$ cat src/rtl/alu_seq_pkg.sv
// Shared types and op-classification helpers for the 32-bit ALU sequencer
// that drives the 16-bit bit-sliced ALU.
package alu_seq_pkg;

    localparam int ALU_XLEN    = 32;
    localparam int ALU_SLICE_W = 16;

    typedef enum logic [3:0] {
        ALU_OP_ADD,
        ALU_OP_SUB,
        ALU_OP_PLUS_4,
        ALU_OP_AND,
        ALU_OP_OR,
        ALU_OP_XOR,
        ALU_OP_EQ,
        ALU_OP_LT,
        ALU_OP_LTU,
        ALU_OP_SLL,
        ALU_OP_SRL,
        ALU_OP_SRA
    } cs_alu_op;

    typedef enum logic [1:0] {
        IDLE,
        PASS1,
        PASS2,
        RESP
    } alu_seq_state_e;

    // How the PASS1 slice result lands in the 32-bit result, and what fills the rest.
    typedef enum logic [1:0] {
        FILL_SPLIT,
        FILL_ZERO_HI,
        FILL_SIGN_HI,
        FILL_ZERO_LO
    } fill_sel_e;

    function automatic logic is_shift(input cs_alu_op op);
        return op inside {ALU_OP_SLL, ALU_OP_SRL, ALU_OP_SRA};
    endfunction

    function automatic logic is_cmp(input cs_alu_op op);
        return op inside {ALU_OP_EQ, ALU_OP_LT, ALU_OP_LTU};
    endfunction

    function automatic logic hi_first(input cs_alu_op op);
        return op inside {ALU_OP_SRL, ALU_OP_SRA};
    endfunction

endpackage

$ cat src/rtl/alu_half_order.sv
// Decides pass ordering, pass count, result fill and the shift-amount operand
// for one sequencer operation.
module alu_half_order
    import alu_seq_pkg::*;
#(
    parameter int SLICE_W = ALU_SLICE_W
) (
    input  cs_alu_op           op_i,
    input  logic [4:0]         amt_i,
    output logic               hi_first_o,
    output logic               single_pass_o,
    output fill_sel_e          fill_sel_o,
    output logic [SLICE_W-1:0] shift_b_o
);

    logic big_shift;

    // NOTE: every output gets a default before any branch, so no latch is inferred.
    always_comb begin
        big_shift     = is_shift(op_i) && amt_i[4];
        hi_first_o    = hi_first(op_i);
        single_pass_o = big_shift;
        fill_sel_o    = FILL_SPLIT;
        shift_b_o     = SLICE_W'(amt_i);
        if (amt_i[4]) begin
            shift_b_o = SLICE_W'(amt_i[3:0]);
        end
        if (big_shift) begin
            unique case (op_i)
                ALU_OP_SRL: fill_sel_o = FILL_ZERO_HI;
                ALU_OP_SRA: fill_sel_o = FILL_SIGN_HI;
                default:    fill_sel_o = FILL_ZERO_LO;
            endcase
        end
    end

endmodule

$ cat src/rtl/alu_seq.sv
// Sequences a 32-bit ALU request over the 16-bit slice in one or two passes.
// Optional: define ALU_SEQ_EARLY_EQ_EN to finish EQ after PASS1 when the low halves differ.
module alu_seq
    import alu_seq_pkg::*;
#(
    parameter int XLEN    = ALU_XLEN,
    parameter int SLICE_W = ALU_SLICE_W
) (
    input  logic               clk,
    input  logic               rst,
    input  logic               req_valid_i,
    output logic               req_ready_o,
    input  cs_alu_op           req_op_i,
    input  logic               req_flip_i,
    input  logic [XLEN-1:0]    req_a_i,
    input  logic [XLEN-1:0]    req_b_i,
    output cs_alu_op           alu_op_o,
    output logic               alu_cmp_flip_o,
    output logic               alu_first_cycle_o,
    output logic [SLICE_W-1:0] alu_a_o,
    output logic [SLICE_W-1:0] alu_b_o,
    input  logic [SLICE_W-1:0] alu_result_i,
    input  logic               alu_cmp_result_i,
    input  logic               alu_cmp_result_valid_i,
    output logic               rsp_valid_o,
    input  logic               rsp_ready_i,
    output logic [XLEN-1:0]    rsp_result_o,
    output logic               rsp_cmp_o
);

    alu_seq_state_e     state_q, state_d;
    cs_alu_op           op_q, op_d;
    logic               flip_q, flip_d;
    logic [XLEN-1:0]    a_q, a_d;
    logic [XLEN-1:0]    b_q, b_d;
    logic [XLEN-1:0]    res_q, res_d;
    logic               cmp_q, cmp_d;

    logic               hi_first_w;
    logic               single_pass_w;
    fill_sel_e          fill_sel_w;
    logic [SLICE_W-1:0] shift_b_w;
    logic               drive_hi;
    logic               early_eq;

    alu_half_order #(.SLICE_W(SLICE_W)) u_half_order (
        .op_i          (op_q),
        .amt_i         (b_q[4:0]),
        .hi_first_o    (hi_first_w),
        .single_pass_o (single_pass_w),
        .fill_sel_o    (fill_sel_w),
        .shift_b_o     (shift_b_w)
    );

`ifdef ALU_SEQ_EARLY_EQ_EN
    assign early_eq = (op_q == ALU_OP_EQ) && alu_cmp_result_valid_i;
`else
    logic unused_cmp_valid;
    assign unused_cmp_valid = alu_cmp_result_valid_i;
    assign early_eq         = 1'b0;
`endif

    // NOTE: synchronous reset clears the whole datapath so the response port reads zero after reset.
    always_ff @(posedge clk) begin
        if (rst) begin
            state_q <= IDLE;
            op_q    <= ALU_OP_ADD;
            flip_q  <= 1'b0;
            a_q     <= '0;
            b_q     <= '0;
            res_q   <= '0;
            cmp_q   <= 1'b0;
        end else begin
            state_q <= state_d;
            op_q    <= op_d;
            flip_q  <= flip_d;
            a_q     <= a_d;
            b_q     <= b_d;
            res_q   <= res_d;
            cmp_q   <= cmp_d;
        end
    end

    always_comb begin
        state_d           = state_q;
        op_d              = op_q;
        flip_d            = flip_q;
        a_d               = a_q;
        b_d               = b_q;
        res_d             = res_q;
        cmp_d             = cmp_q;
        alu_first_cycle_o = 1'b0;
        alu_a_o           = '0;
        alu_b_o           = '0;
        drive_hi          = (state_q == PASS1) ? hi_first_w : !hi_first_w;

        if (state_q == PASS1 || state_q == PASS2) begin
            alu_a_o = drive_hi ? a_q[XLEN-1:SLICE_W] : a_q[SLICE_W-1:0];
            alu_b_o = is_shift(op_q) ? shift_b_w
                    : (drive_hi ? b_q[XLEN-1:SLICE_W] : b_q[SLICE_W-1:0]);
            cmp_d   = is_cmp(op_q) && alu_cmp_result_i;
        end

        unique case (state_q)
            IDLE: begin
                if (req_valid_i) begin
                    op_d    = req_op_i;
                    flip_d  = req_flip_i;
                    a_d     = req_a_i;
                    b_d     = req_b_i;
                    state_d = PASS1;
                end
            end
            PASS1: begin
                alu_first_cycle_o = 1'b1;
                unique case (fill_sel_w)
                    FILL_ZERO_HI: res_d = {{SLICE_W{1'b0}}, alu_result_i};
                    FILL_SIGN_HI: res_d = {{SLICE_W{a_q[XLEN-1]}}, alu_result_i};
                    FILL_ZERO_LO: res_d = {alu_result_i, {SLICE_W{1'b0}}};
                    default: begin
                        if (hi_first_w) res_d[XLEN-1:SLICE_W] = alu_result_i;
                        else            res_d[SLICE_W-1:0]    = alu_result_i;
                    end
                endcase
                state_d = (single_pass_w || early_eq) ? RESP : PASS2;
            end
            PASS2: begin
                if (hi_first_w) res_d[SLICE_W-1:0]    = alu_result_i;
                else            res_d[XLEN-1:SLICE_W] = alu_result_i;
                state_d = RESP;
            end
            RESP: begin
                if (rsp_ready_i) state_d = IDLE;
            end
            default: state_d = IDLE;
        endcase
    end

    assign req_ready_o    = (state_q == IDLE);
    assign rsp_valid_o    = (state_q == RESP);
    assign rsp_result_o   = is_cmp(op_q) ? XLEN'(cmp_q) : res_q;
    assign rsp_cmp_o      = cmp_q;
    assign alu_op_o       = op_q;
    assign alu_cmp_flip_o = flip_q;

endmodule

$ cat config.mk
export PLATFORM = sky130hd
export DESIGN_NAME = alu_seq
export DESIGN_NICKNAME = d
export VERILOG_FILES = /design/src/rtl/alu_seq_pkg.sv /design/src/rtl/alu_half_order.sv /design/src/rtl/alu_seq.sv
export SDC_FILE = /design/constraint.sdc
export NUM_CORES = 1
export LEC_CHECK = 0
export BUFFER_PORTS_ARGS = -buffer_cell sky130_fd_sc_hd__buf_2
export CORE_MARGIN = 2
export CORE_UTILIZATION = 45
export DETAILED_ROUTE_END_ITERATION = 6
export PLACE_DENSITY = 0.73
export SLEW_MARGIN = 0
export SYNTH_ARGS = -nofsm -noshare
export SYNTH_HDL_FRONTEND = slang
export SYNTH_SLANG_ARGS = --single-unit
$ cat constraint.sdc
create_clock -name clk -period 2.7 [get_ports clk]
set_input_delay 0.405 -clock clk [delete_from_list [all_inputs] [get_ports clk]]
set_output_delay 0.405 -clock clk [all_outputs]
set_load 0.02 [all_outputs]
==> summary.txt <==
Power
  – Pwr/cell area: 1026 nW/um^2
  – NetSw: 2.515 mW
  – Leakage: 2.729 nW
  – Peak supply drop: 0.5015 mV
  – Comb power frac: 48.9%
  – Overall power: 6.047 mW
  – Sequential Power Share: 34.9%
  – Clock power share: 16.2%
  – Switch share: 41.59%
  – Int Pwr: 3.532 mW

Global route
  – Pin count of the biggest net entering global routing: 64
  – First-pass GRT wire length: 19.03 mm
  – Vias in the first global route: 4151
  – Overflow after GRT: 0
  – GRT Util Overall: 20.66%
  – Antenna violations before repair: 1

Timing
  – Crit path time final: 2527 ps
  – Rel. slew slack: 33.39%
  – Final setup TNS: 0 ps
  – Fmax: 395.7 MHz
  – RSZ-0062 raised after global routing: false
  – Pins Over Slew Limit: 0
  – Worst Clk Skew: 5.622 ps
  – Final Hold Fails: 0
  – Final setup vio count: 0
  – Final period util: 93.60%
  – Hold slack: 270.0 ps
  – Worst-Margin Slew: 998.9 ps

Detailed routing
  – Met3 wire length: 676 um
  – Met2 Wirelength: 5.716 mm
  – DRC Markers: 0
  – Post-Route WL: 11.82 mm
  – Wire per inst: 13.56 um
  – Initial DRC count: 178
  – Vias per cell: 4.929
  – Met1 wire length: 5.212 mm
  – Vias: 4298
  – Highest Signal Layer: met4
  – Antenna Nets Post-Route: 0
  – First-pass DRT Iterations: 4

Finish
  – Area growth syn-to-layout: 23.62%
  – Count of nets after finishing: 827
  – Final instance area: 5893 sq um
  – Commonest non-fill, non-tap cell in the layout: nand2_1
  – Layout cells sized above 1: 28.84%
  – Commonest non-fill, non-tap cells in the layout: 175 x nand2_1, 161 x buf_2, 101 x dfxtp_1, 70 x a21oi_1, 49 x mux2i_1
  – Post-Layout Cell Count: 872

Die
  – Starting Density: 46.18%
  – IO Pins: 164
  – DIE AREA: 11430 sq um
  – Die Ht: 106.9 um
  – Die W: 106.9 um
  – CORE AREA: 10320 sq um
  – Placement Rows: 37

Run
  – Max-cap violations: 0

Min path
  – Hold Crit Start: req_a_i[25]
  – Worst Hold End: a_q[25]$_SDFFE_PP0P_
  – Hold Path Stages: 3
  – Class of the worst hold path: primary input to flop

CTS
  – CTS tree: done
  – Clk buf depth: 2
  – Clock Root Buffer: clkbuf_8
  – Num CTS Buffers: 9
  – # H-tree levels: 3
  – Setup bufs post-CTS: 0
  – Clock latency at the later pin of the worst-skew pair: 360 ps
  – Clock Pin Slew Worst Setup and Hold Paths: 100 ps
  – # hold bufs at CTS: 0
  – Clock Sinks: 104

Setup path
  – FF-to-FF End: res_q[12]$_SDFFE_PP0P_
  – Reg2reg path depth: 4
  – Crit start category: flop
  – Endpoint class of the critical path: primary output
  – CP Class: flop to primary output
  – Maximum fanout along the worst path: 5
  – R2R Path Start: alu_op_o[0]$_SDFFE_PP0P_
  – Critical path data required time: 2300 ps
  – Worst reg2reg setup slack: 630 ps
  – Worst EP arrival: 2120 ps

Synthesis
  – Post-synthesis sequential area ratio: 43.67%
  – Ys Warns: 0
  – Mean post-synth cell area: 8.080 sq um
  – Syn nets: 687
  – Synth Cell Area: 4767 sq um
  – Netlist cell types: 34
  – Yosys reg bits: 104
  – Syn Inst Count: 590

Placed design
  – PortBufs: 162
  – Detail Placement HPWL: 8.254 mm
  – Global placer's final weighted congestion: 0.7455
  – Area post-placement: 5662 sq um
  – Number of instances in the placed design: 854

Run status
  – Status: completed
-- worst max-delay path by stage --
| stage | startpoint | endpoint | slack [ps] |
|---|---|---|---|
| 3_5_place_dp | state_q[1]$_SDFFE_PP0P_ | alu_b_o[4] | 470 |
| 3_3_place_gp | state_q[1]$_SDFFE_PP0P_ | alu_b_o[4] | 540 |
| 4_1_cts | state_q[1]$_SDFFE_PP0P_ | alu_b_o[4] | 50 |
| 6_report | state_q[1]$_SDFFE_PP0P_ | alu_b_o[0] | 170 |
| 2_1_floorplan | alu_op_o[2]$_SDFFE_PP0P_ | alu_a_o[0] | 310 |
| 5_1_grt | state_q[1]$_SDFFE_PP0P_ | alu_b_o[0] | 2 |
-- metal layers --
layer,GRT usage [%],vias to the layer above
li1,-,2197
met1,25.00,1969
met2,35.40,116
met3,4.985,16
met4,7.978,0
met5,0,-
-- worst max-delay path: stages (launching register included) --
cell	delay, ps
dfxtp_2	370
inv_1	60
ha_1	250
ha_2	360
a21oi_1	130
buf_4	160
mux2i_1	200
nor2_1	60
buf_2	170
-- logic make-up after synthesis --
| logic type | count (synthesis) | synth area share, % |
|---|---|---|
| buffers and inverters | 64 | 5.853 |
| flip-flops | 104 | 43.67 |
| AND/OR/NAND/NOR | 269 | 24.33 |
| AO/OA/AOI/OAI | 97 | 14.04 |
| adder cells (fa/ha/maj) | 6 | 1.575 |
| multiplexers | 50 | 10.52 |
-- synthesized netlist by cell type (all sizes together) --
cell | count | area, sq um
o21ai | 1 | 5.000
nor2 | 38 | 142.6
ha | 6 | 75.07
a21oi | 70 | 350.3
a211o | 1 | 17.52
a22oi | 1 | 7.510
a31oi | 1 | 6.260
inv | 22 | 82.58
a2bb2oi | 2 | 17.52
dfxtp | 104 | 2082
clkbuf | 27 | 101.4
and3 | 1 | 6.260
and3b | 1 | 8.760
buf | 15 | 95.09
and2 | 33 | 209.0
a221oi | 17 | 211.5
nand3 | 1 | 10.01
nand3b | 1 | 7.510
and2b | 1 | 8.760
a211oi | 2 | 27.53
nand2b | 16 | 100.1
a221o | 1 | 10.01
mux2i | 49 | 490.5
mux2 | 1 | 11.26
a41oi | 1 | 16.27
or2 | 1 | 6.260
nand2 | 176 | 660.6
-- power groups by stage --
stage          Combinational (mW)  Clock, mW  Sequential [mW]
3_5_place_dp                 2.93          0             2.15
4_1_cts                      2.94       1.00             2.11
3_3_place_gp                 2.88          0             2.12
2_1_floorplan                2.19          0             2.11
5_1_grt                      3.24       1.07             2.16
6_report                     2.96      0.977             2.11
-- registers in the layout, summed over array words and instances (netlist names) --
register	count
rsp_cmp_o	1
state_q	2
alu_cmp_flip_o	1
res_q	32
a_q	32
alu_op_o	4
b_q	32
-- timing repair --
item,4_1_cts,5_1_grt
setup endpoints to repair,0,25
hold endpoints to repair,0,0
resized for setup,0,4
-- layout make-up --
type / count / area [sq um]
antenna: 1 / 2.502
clock buffer: 11 / 141.4
clock inverter: 5 / 56.30
fill: 960 / 4431
inverter: 22 / 82.58
multi-input combinational: 422 / 2419
sequential: 104 / 2086
tap: 136 / 170.2
timing repair buffer: 171 / 935.9
-- per-stage QoR --
stage               setup WS [ps]  util (%)
floorplan                   312.9         -
global placement            541.7     54.84
detailed placement          467.2     54.84
CTS                         54.89     56.76
global route                2.392     57.08
finish                      172.7     57.08
Power figures use the tool's default switching activity.
